File: src/rtl/mb128_spi_mem.sv
// ---------------------------------------------------------------------------
// mb128_spi_mem
//
// Storage back end for the MB128 emulator core. Converts the core's transfer
// requests into SPI mode-0 transactions on a 1 Mbit serial FRAM/SRAM. After
// reset it unlocks the device for writing (WREN, then WRSR 0x00). Afterwards
// each transfer is opened with a header (optional WREN, opcode, 24-bit
// address). The data bytes then move one at a time under handshake, so the
// slow joypad side sets the pace. Chip select stays low while the transfer
// is open. The device auto-increments the address itself.
//
// Ports:
//   clk_sys      system clock
//   reset_n      asynchronous active-low reset
//   i_cmd_valid  pulse, open a transfer (honoured only while o_ready)
//   i_cmd_write  1 = write transfer, 0 = read transfer
//   i_cmd_addr   17-bit start byte address
//   i_byte_req   pulse, move one byte (honoured only while o_open)
//   i_wr_data    byte to write, sampled with i_byte_req
//   i_end        pulse, close the transfer
//   o_rd_data    last byte read from the device
//   o_rd_valid   one-cycle pulse when o_rd_data updates
//   o_ready      init done and idle
//   o_open       transfer open, waiting for byte requests
//   o_busy       init or shifting in progress
//   sp_cs_n      SPI chip select, active low
//   sp_clk       SPI clock, idles low
//   sp_mosi      SPI data out, MSB first
//   sp_miso      SPI data in
//   sp_hold_n    SPI hold, tied inactive
// ---------------------------------------------------------------------------
module mb128_spi_mem #(
    parameter int CLK_DIV   = 2,
    parameter int CS_GAP    = 4,
    parameter int INIT_WAIT = 32
) (
    input  logic        clk_sys,
    input  logic        reset_n,
    input  logic        i_cmd_valid,
    input  logic        i_cmd_write,
    input  logic [16:0] i_cmd_addr,
    input  logic        i_byte_req,
    input  logic [7:0]  i_wr_data,
    input  logic        i_end,
    output logic [7:0]  o_rd_data,
    output logic        o_rd_valid,
    output logic        o_ready,
    output logic        o_open,
    output logic        o_busy,
    output logic        sp_cs_n,
    output logic        sp_clk,
    output logic        sp_mosi,
    input  logic        sp_miso,
    output logic        sp_hold_n
);

    localparam logic [15:0] DIV_LAST  = 16'(CLK_DIV - 1);
    localparam logic [15:0] GAP_LAST  = 16'(CS_GAP - 1);
    localparam logic [15:0] WAIT_LAST = 16'(INIT_WAIT - 1);

    typedef enum logic [3:0] {
        ST_INIT_WAIT,
        ST_INIT_WREN,
        ST_INIT_WRSR,
        ST_IDLE,
        ST_WR_WREN,
        ST_HDR,
        ST_OPEN,
        ST_XFER,
        ST_CLOSE
    } state_t;

    // Phase of the shift engine inside a shifting state.
    typedef enum logic [1:0] {
        SUB_LOW,    // sp_clk low, MOSI already valid for the current bit
        SUB_HIGH,   // sp_clk high, MISO already captured
        SUB_TRAIL,  // last bit done, CS still low for CLK_DIV cycles
        SUB_GAP     // CS high, enforcing the inter-transaction gap
    } sub_t;

    state_t      state_q, state_d;
    sub_t        sub_q, sub_d;
    logic [15:0] cnt_q, cnt_d;
    logic [5:0]  bits_q, bits_d;
    logic [31:0] shift_q, shift_d;
    logic [7:0]  rx_q, rx_d;
    logic        sclk_q, sclk_d;
    logic        cs_n_q, cs_n_d;
    logic [7:0]  rd_data_q, rd_data_d;
    logic        rd_valid_q, rd_valid_d;
    logic        wr_mode_q, wr_mode_d;
    logic [16:0] addr_q, addr_d;
    logic        end_pend_q, end_pend_d;

    logic        start_tx;
    logic [31:0] start_word;
    logic [5:0]  start_bits;

    // State and datapath registers; reset returns every pin to its idle level
    // at once and restarts the unlock sequence, abandoning any partial byte.
    always_ff @(posedge clk_sys or negedge reset_n) begin
        if (!reset_n) begin
            state_q    <= ST_INIT_WAIT;
            sub_q      <= SUB_LOW;
            cnt_q      <= '0;
            bits_q     <= '0;
            shift_q    <= '0;
            rx_q       <= '0;
            sclk_q     <= 1'b0;
            cs_n_q     <= 1'b1;
            rd_data_q  <= '0;
            rd_valid_q <= 1'b0;
            wr_mode_q  <= 1'b0;
            addr_q     <= '0;
            end_pend_q <= 1'b0;
        end else begin
            state_q    <= state_d;
            sub_q      <= sub_d;
            cnt_q      <= cnt_d;
            bits_q     <= bits_d;
            shift_q    <= shift_d;
            rx_q       <= rx_d;
            sclk_q     <= sclk_d;
            cs_n_q     <= cs_n_d;
            rd_data_q  <= rd_data_d;
            rd_valid_q <= rd_valid_d;
            wr_mode_q  <= wr_mode_d;
            addr_q     <= addr_d;
            end_pend_q <= end_pend_d;
        end
    end

    // Next-state logic. Shifting states share one bit engine. A state that
    // starts a burst loads a left-aligned word. The word's MSB drives MOSI
    // straight away, and CS drops in the same cycle, so CS falls CLK_DIV
    // cycles before the first rising edge.
    always_comb begin
        state_d    = state_q;
        sub_d      = sub_q;
        cnt_d      = cnt_q;
        bits_d     = bits_q;
        shift_d    = shift_q;
        rx_d       = rx_q;
        sclk_d     = sclk_q;
        cs_n_d     = cs_n_q;
        rd_data_d  = rd_data_q;
        rd_valid_d = 1'b0;
        wr_mode_d  = wr_mode_q;
        addr_d     = addr_q;
        end_pend_d = end_pend_q;
        start_tx   = 1'b0;
        start_word = '0;
        start_bits = '0;

        case (state_q)
            ST_INIT_WAIT: begin
                if (cnt_q == WAIT_LAST) begin
                    state_d    = ST_INIT_WREN;
                    start_tx   = 1'b1;
                    start_word = {8'h06, 24'h0};
                    start_bits = 6'd8;
                end else begin
                    cnt_d = cnt_q + 16'd1;
                end
            end

            ST_IDLE: begin
                end_pend_d = 1'b0;
                if (i_cmd_valid) begin
                    wr_mode_d = i_cmd_write;
                    addr_d    = i_cmd_addr;
                    start_tx  = 1'b1;
                    if (i_cmd_write) begin
                        state_d    = ST_WR_WREN;
                        start_word = {8'h06, 24'h0};
                        start_bits = 6'd8;
                    end else begin
                        state_d    = ST_HDR;
                        start_word = {8'h03, 7'b0, i_cmd_addr};
                        start_bits = 6'd32;
                    end
                end
            end

            // A byte request wins over a simultaneous end; the end is kept
            // pending and honoured once the byte has been shifted.
            ST_OPEN: begin
                if (i_byte_req) begin
                    state_d    = ST_XFER;
                    end_pend_d = i_end;
                    start_tx   = 1'b1;
                    start_word = {(wr_mode_q ? i_wr_data : 8'h00), 24'h0};
                    start_bits = 6'd8;
                end else if (i_end) begin
                    state_d = ST_CLOSE;
                    sub_d   = SUB_TRAIL;
                    cnt_d   = '0;
                end
            end

            default: begin
                if (state_q == ST_XFER && i_end) begin
                    end_pend_d = 1'b1;
                end
                case (sub_q)
                    SUB_LOW: begin
                        if (cnt_q == DIV_LAST) begin
                            sclk_d = 1'b1;
                            rx_d   = {rx_q[6:0], sp_miso};
                            cnt_d  = '0;
                            sub_d  = SUB_HIGH;
                        end else begin
                            cnt_d = cnt_q + 16'd1;
                        end
                    end

                    SUB_HIGH: begin
                        if (cnt_q == DIV_LAST) begin
                            sclk_d = 1'b0;
                            cnt_d  = '0;
                            if (bits_q == 6'd1) begin
                                bits_d  = '0;
                                shift_d = '0;
                                sub_d   = SUB_LOW;
                                if (state_q == ST_HDR) begin
                                    state_d = ST_OPEN;
                                end else if (state_q == ST_XFER) begin
                                    if (!wr_mode_q) begin
                                        rd_data_d  = rx_q;
                                        rd_valid_d = 1'b1;
                                    end
                                    if (end_pend_q || i_end) begin
                                        state_d = ST_CLOSE;
                                        sub_d   = SUB_TRAIL;
                                    end else begin
                                        state_d = ST_OPEN;
                                    end
                                end else begin
                                    sub_d = SUB_TRAIL;
                                end
                            end else begin
                                bits_d  = bits_q - 6'd1;
                                shift_d = {shift_q[30:0], 1'b0};
                                sub_d   = SUB_LOW;
                            end
                        end else begin
                            cnt_d = cnt_q + 16'd1;
                        end
                    end

                    SUB_TRAIL: begin
                        if (cnt_q == DIV_LAST) begin
                            cs_n_d = 1'b1;
                            cnt_d  = '0;
                            sub_d  = SUB_GAP;
                        end else begin
                            cnt_d = cnt_q + 16'd1;
                        end
                    end

                    default: begin
                        if (cnt_q == GAP_LAST) begin
                            cnt_d = '0;
                            sub_d = SUB_LOW;
                            case (state_q)
                                ST_INIT_WREN: begin
                                    state_d    = ST_INIT_WRSR;
                                    start_tx   = 1'b1;
                                    start_word = {8'h01, 8'h00, 16'h0};
                                    start_bits = 6'd16;
                                end
                                ST_WR_WREN: begin
                                    state_d    = ST_HDR;
                                    start_tx   = 1'b1;
                                    start_word = {8'h02, 7'b0, addr_q};
                                    start_bits = 6'd32;
                                end
                                default: begin
                                    state_d = ST_IDLE;
                                end
                            endcase
                        end else begin
                            cnt_d = cnt_q + 16'd1;
                        end
                    end
                endcase
            end
        endcase

        if (start_tx) begin
            shift_d = start_word;
            bits_d  = start_bits;
            cs_n_d  = 1'b0;
            sclk_d  = 1'b0;
            cnt_d   = '0;
            sub_d   = SUB_LOW;
        end
    end

    assign sp_cs_n    = cs_n_q;
    assign sp_clk     = sclk_q;
    assign sp_mosi    = shift_q[31];
    assign sp_hold_n  = 1'b1;
    assign o_rd_data  = rd_data_q;
    assign o_rd_valid = rd_valid_q;
    assign o_ready    = (state_q == ST_IDLE);
    assign o_open     = (state_q == ST_OPEN);
    assign o_busy     = (state_q != ST_IDLE) && (state_q != ST_OPEN);

endmodule

File: config.mk
export PLATFORM = sky130hd
export DESIGN_NAME = mb128_spi_mem
export DESIGN_NICKNAME = d
export VERILOG_FILES = /design/src/rtl/mb128_spi_mem.sv
export SDC_FILE = /design/constraint.sdc
export NUM_CORES = 1
export LEC_CHECK = 0
export ABC_AREA = 1
export ABC_CLOCK_PERIOD_IN_PS = 6100
export CAP_MARGIN = 20
export CORE_MARGIN = 2
export CORE_UTILIZATION = 30
export DETAILED_ROUTE_END_ITERATION = 10
export MAX_ROUTING_LAYER = met4
export PLACE_DENSITY = 0.52
export SLEW_MARGIN = 20
export SYNTH_ARGS = -nofsm -noshare
export SYNTH_HDL_FRONTEND = slang
export SYNTH_SLANG_ARGS = --single-unit
File: constraint.sdc
create_clock -name clk_sys -period 6.1 [get_ports clk_sys]
set_clock_uncertainty 0.05 [all_clocks]
set_input_delay 1.22 -clock clk_sys [delete_from_list [all_inputs] [get_ports clk_sys]]
set_output_delay 1.22 -clock clk_sys [all_outputs]
set_load 0.01 [all_outputs]
==> out/results.env <==
STATUS='finished, final reports clean'
TIMING.MAX_CAP.VIOLATIONS=0
DIE_W_UM=141
TOTALWIRELENGTH_UM=13400
MIN_TO='shift_q[2]'
FINISH.NET_COUNT=908
YOSYSWARNINGCOUNT=0
SYNTH_SIMPLE_GATE_AREA_SHARE_PCT=37.7
CTS.REPAIR_TIMING.SETUP_BUFFER_COUNT=0
SETUP-VIOLATIONS-FINAL=0
HOLD_PATH_STARTPOINT='shift_q[2]'
TOP_LEVEL_PORTS=48
GRT_PASS1_VIAS=4686
TIGHTEST_SLEW_NS=0.973
FINALHOLDVIOLCOUNT=0
HOLD-PATH-CELL-COUNT=2
NUMBER_OF_ANTENNA_VIOLATIONS_AT_THE_FIRST_CHECK_IN_GLOBAL_ROUTING=0
SYNTH_AREA_LEADER_CELL='dfrtp_1'
ROUTE.DETAILED.DRC=0
DIE_H_UM=141
ANTENNADIODECOUNT=0
CP_CELL_SEQUENCE='clkdlybuf4s50_1, nand3_2, nand2_1, nor2_4, nand2_4, nand2_4, nand2_1, nand2_1, buf_4, nand2_1, nand2_1'
CTS.PATH.MAX_BUFFERS=2
LAYOUT_OVERHEAD_ON_THE_SYNTHESIZED_AREA_PCT=16.5
WORST-PATH-BUF-INV=2
DETAILED_PLACE_HPWL_UM=9090
PATH_CLASS='input pin to flop'
FINAL_MAX_SLEW_VIOL_COUNT=0
YOSYSUNIQUECELLTYPES=36
POST_SYNTH_INSTANCE_AREA_UM2=5670
YOSYS.AREA.TOP_TYPE_SHARE_PCT=42.8
POST_ROUTE_CELLS_DRIVE_ABOVE_1_SHARE_PCT=5.37
SYNTH_AREA_LEADERS='dfrtp_1, nand2_1, nor2_1'
AVGVIACOUNTPERCELL=4.43
DRT-PASS1-ITER-COUNT=4
INITIAL_CORE_UTIL_PCT=30.4
CPLARGESTDELAYFAMILY='simple AND/OR/NAND/NOR gates'
TIMING.CRITICAL_PATH.DEPTH=11
CLOCKROOTBUFFER='clkbuf_16'
MOST_FREQUENT_CP_CELL='nand2_1'
P_PER_AREA_nW_PER_UM2=200
MUX_SHARE_OF_POST_SYNTHESIS_CELL_AREA_PCT=0
ROUTED-VIA-COUNT=4915
R2R_STARTPOINT='state_q[2]'
WP_DATA_REQUIRED_NS=6.29
HOLD_PATH_CLASS='flop to flop'
TRACK_USAGE_PCT=14.8
CP.ARRIVAL_NS=3.85
YOSYSSEQAREASHARE_PCT=43.3
ANTENNA_VIOLATING_NETS_POST_ROUTE=0
FINAL.HOLD.WORST_SLACK_NS=0.427
CP-START-KIND='input pin'
SYNTH_COMPOUND_AREA_SHARE_PCT=7.95
CTS_HTREE_LEVELS=3
INSERTION_DELAY_OF_THE_LATER_CLOCKED_PIN_IN_THE_WORST_SKEW_PAIR_NS=0.35
ASYNCSETRESETFLOPFRACSYNTH_PCT=100
DP_WORST_SETUP_SLACK_NS=2.02
YOSYS_MOST_USED_DFF='dfrtp_1'
REGTOREGSETUPSLACK_NS=3.16
CTS_TREE='yes'
SYNTH-SEQ-CELLS=98
FINALWORSTSETUPSLACK_NS=2.44
GR-TOTAL-OVERFLOW=0
R2R_END='shift_q[12]'
SYNTH-EDFF-COUNT=0
DETAIL_ROUTE.ITER0.VIOLATIONS=334
POSTCTSHOLDBUFS=0
CLK_PIN_SLEW_NS=0.07
MAXIMUM_NUMBER_OF_PINS_ON_ONE_NET_BEFORE_GLOBAL_ROUTE_REPAIR=72
SHARE_OF_SYNTHESIZED_CELL_AREA_IN_FULL_ADDER_HALF_ADDER_AND_MAJORITY_CELLS_PCT=0.883
SYN_NETS=875
PLACE.GP.CONGESTION=0.836
TOTAL_LEAKAGE_POWER_nW=3.49
CTS_BUFFERS=9
BUFFER_PORTS.INSERTED=46
MAX_FREQ_GHz=0.273
DIE_AREA_UM2=20000
GLOBAL_ROUTE_WIRE_LENGTH_BEFORE_REPAIR_UM=23100
WORST-R2R-CELL-COUNT=11
COREAREA_UM2=18600
SYNTH_TOP_FAMILY_BY_AREA='simple AND/OR/NAND/NOR gates'
CTSRESIZECOUNT=0
POST_DRT_WL_PER_CELL_UM=12.1
FIN_CRIT_SH_PCT=60.0
CP_SLOWEST_CELL='nand3_2'
CLOCK_SINK_COUNT=98
WORST_IR_DROP_VDD_uV=140
FINALSETUPTNS_NS=0
CP_MAX_FO=41
MAX_SLEW_HEADROOM_PCT=34.9
SYNTH_CELLS=839
RSZ0062_AT_GRT='no'
SYNTH_AREA_PER_CELL_UM2=6.75
SYNTH_XOR_XNOR_AREA_SHARE_PCT=1.39
FINALCRITICALPERIOD_NS=3.66
ROW_COUNT=50
CAPTURING_ELEMENT_TYPE_OF_THE_CRITICAL_PATH='flop'
SLOWEST_DELAY_NS=0.53
[cells by family (layout without fill, tap and decap cells)]
logic type	count (synthesis)	after routing
and+or+nand+nor	526	526
buffers and inverters	118	155
DFF	98	98
AOI/OAI and AO/OA	83	83
xor gates and xnor gates	9	9
adders and majority gates	4	4
other	1	1
[through the flow]
stage	utilization, %	cells	power [mW]	area [um^2]
floorplan	-	839	0.671	5670
global route	35.4	1110	1.37	6600
CTS	35.4	1110	1.34	6600
global placement	33.7	1095	0.707	6280
finish	35.4	1110	1.32	6600
detailed placement	33.7	1095	0.707	6280
[cells in the mapped netlist (3+ instances only)]
library cell  number
a21oi_1           30
buf_2              5
buf_4              8
clkbuf_1          11
dfrtp_1           97
ha_1               4
inv_1             83
inv_2              9
nand2_1          362
nand2_2            4
nand3_1           34
nand3_2            3
nand4_1            6
nor2_1            99
nor2_4             5
nor3_1             6
o21ai_0           35
o21ai_1            8
xnor2_1            4
xor2_1             5
[cell usage in the layout (no fill, tap or decap), drive strengths merged]
cell	count
nand2	368
nor2	106
dfrtp	97
inv	93
clkdlybuf4s50	45
o21ai	44
nand3	37
a21oi	31
clkbuf	11
nor3	6
nand4	6
xor2	5
xnor2	4
ha	4
buf	3
o22ai	2
or2	2
bufinv	2
o2bb2ai	1
a41oi	1
o21a	1
nor3b	1
a21boi	1
o211ai	1
o21bai	1
conb	1
clkinv	1
dfstp	1
[flip-flops by register name, summed over array words and instances, names as in the netlist]
| signal | cells |
|---|---|
| state_q | 4 |
| sp_clk | 1 |
| o_rd_data | 8 |
| end_pend_q | 1 |
| cnt_q | 16 |
| sub_q | 2 |
| wr_mode_q | 1 |
| o_rd_valid | 1 |
| sp_cs_n | 1 |
| shift_q | 32 |
| bits_q | 6 |
| rx_q | 8 |
| addr_q | 17 |
[power by group]
| part | internal, mW | total [mW] | leakage [nW] | switching [mW] |
|---|---|---|---|---|
| registers | 0.651 | 0.652 | 1.32 | 0.000729 |
| clock network | 0.370 | 0.626 | 0.156 | 0.256 |
| logic | 0.0192 | 0.0411 | 2.01 | 0.0219 |
[tightest hold or removal path, stage by stage, from the launching register on]
cell and delay, ns:
dfrtp_1 0.34, nand2_1 0.05, nand2_1 0.05
[metal layers]
layer  global-route usage, %  share of wire [%]  vias up  wire [um]
met2                    22.4                 44       67       5890
met3                    2.09                3.2       14        429
met4                    5.16                1.5        0        199
li1                        -                  -     2635          -
met5                       -                  0        -          0
met1                    20.4                 51     2199       6870
[final cells by class]
cell class / instances / area [um^2]
timing repair buffer: 48 / 473
multi-input combinational: 623 / 2720
sequential: 98 / 2450
inverter: 92 / 345
fill: 2049 / 12000
tap: 234 / 293
clock buffer: 11 / 243
clock inverter: 4 / 73.8
[worst max-delay path by stage]
stage,end,from
after floorplan,shift_q[31],i_cmd_valid
after global routing,shift_q[12],i_cmd_valid
after CTS,shift_q[8],i_cmd_valid
final,shift_q[12],i_cmd_valid
after detailed placement,shift_q[12],i_cmd_valid
after global placement,shift_q[13],i_cmd_valid
No activity file was read; power rests on OpenSTA's default activity.
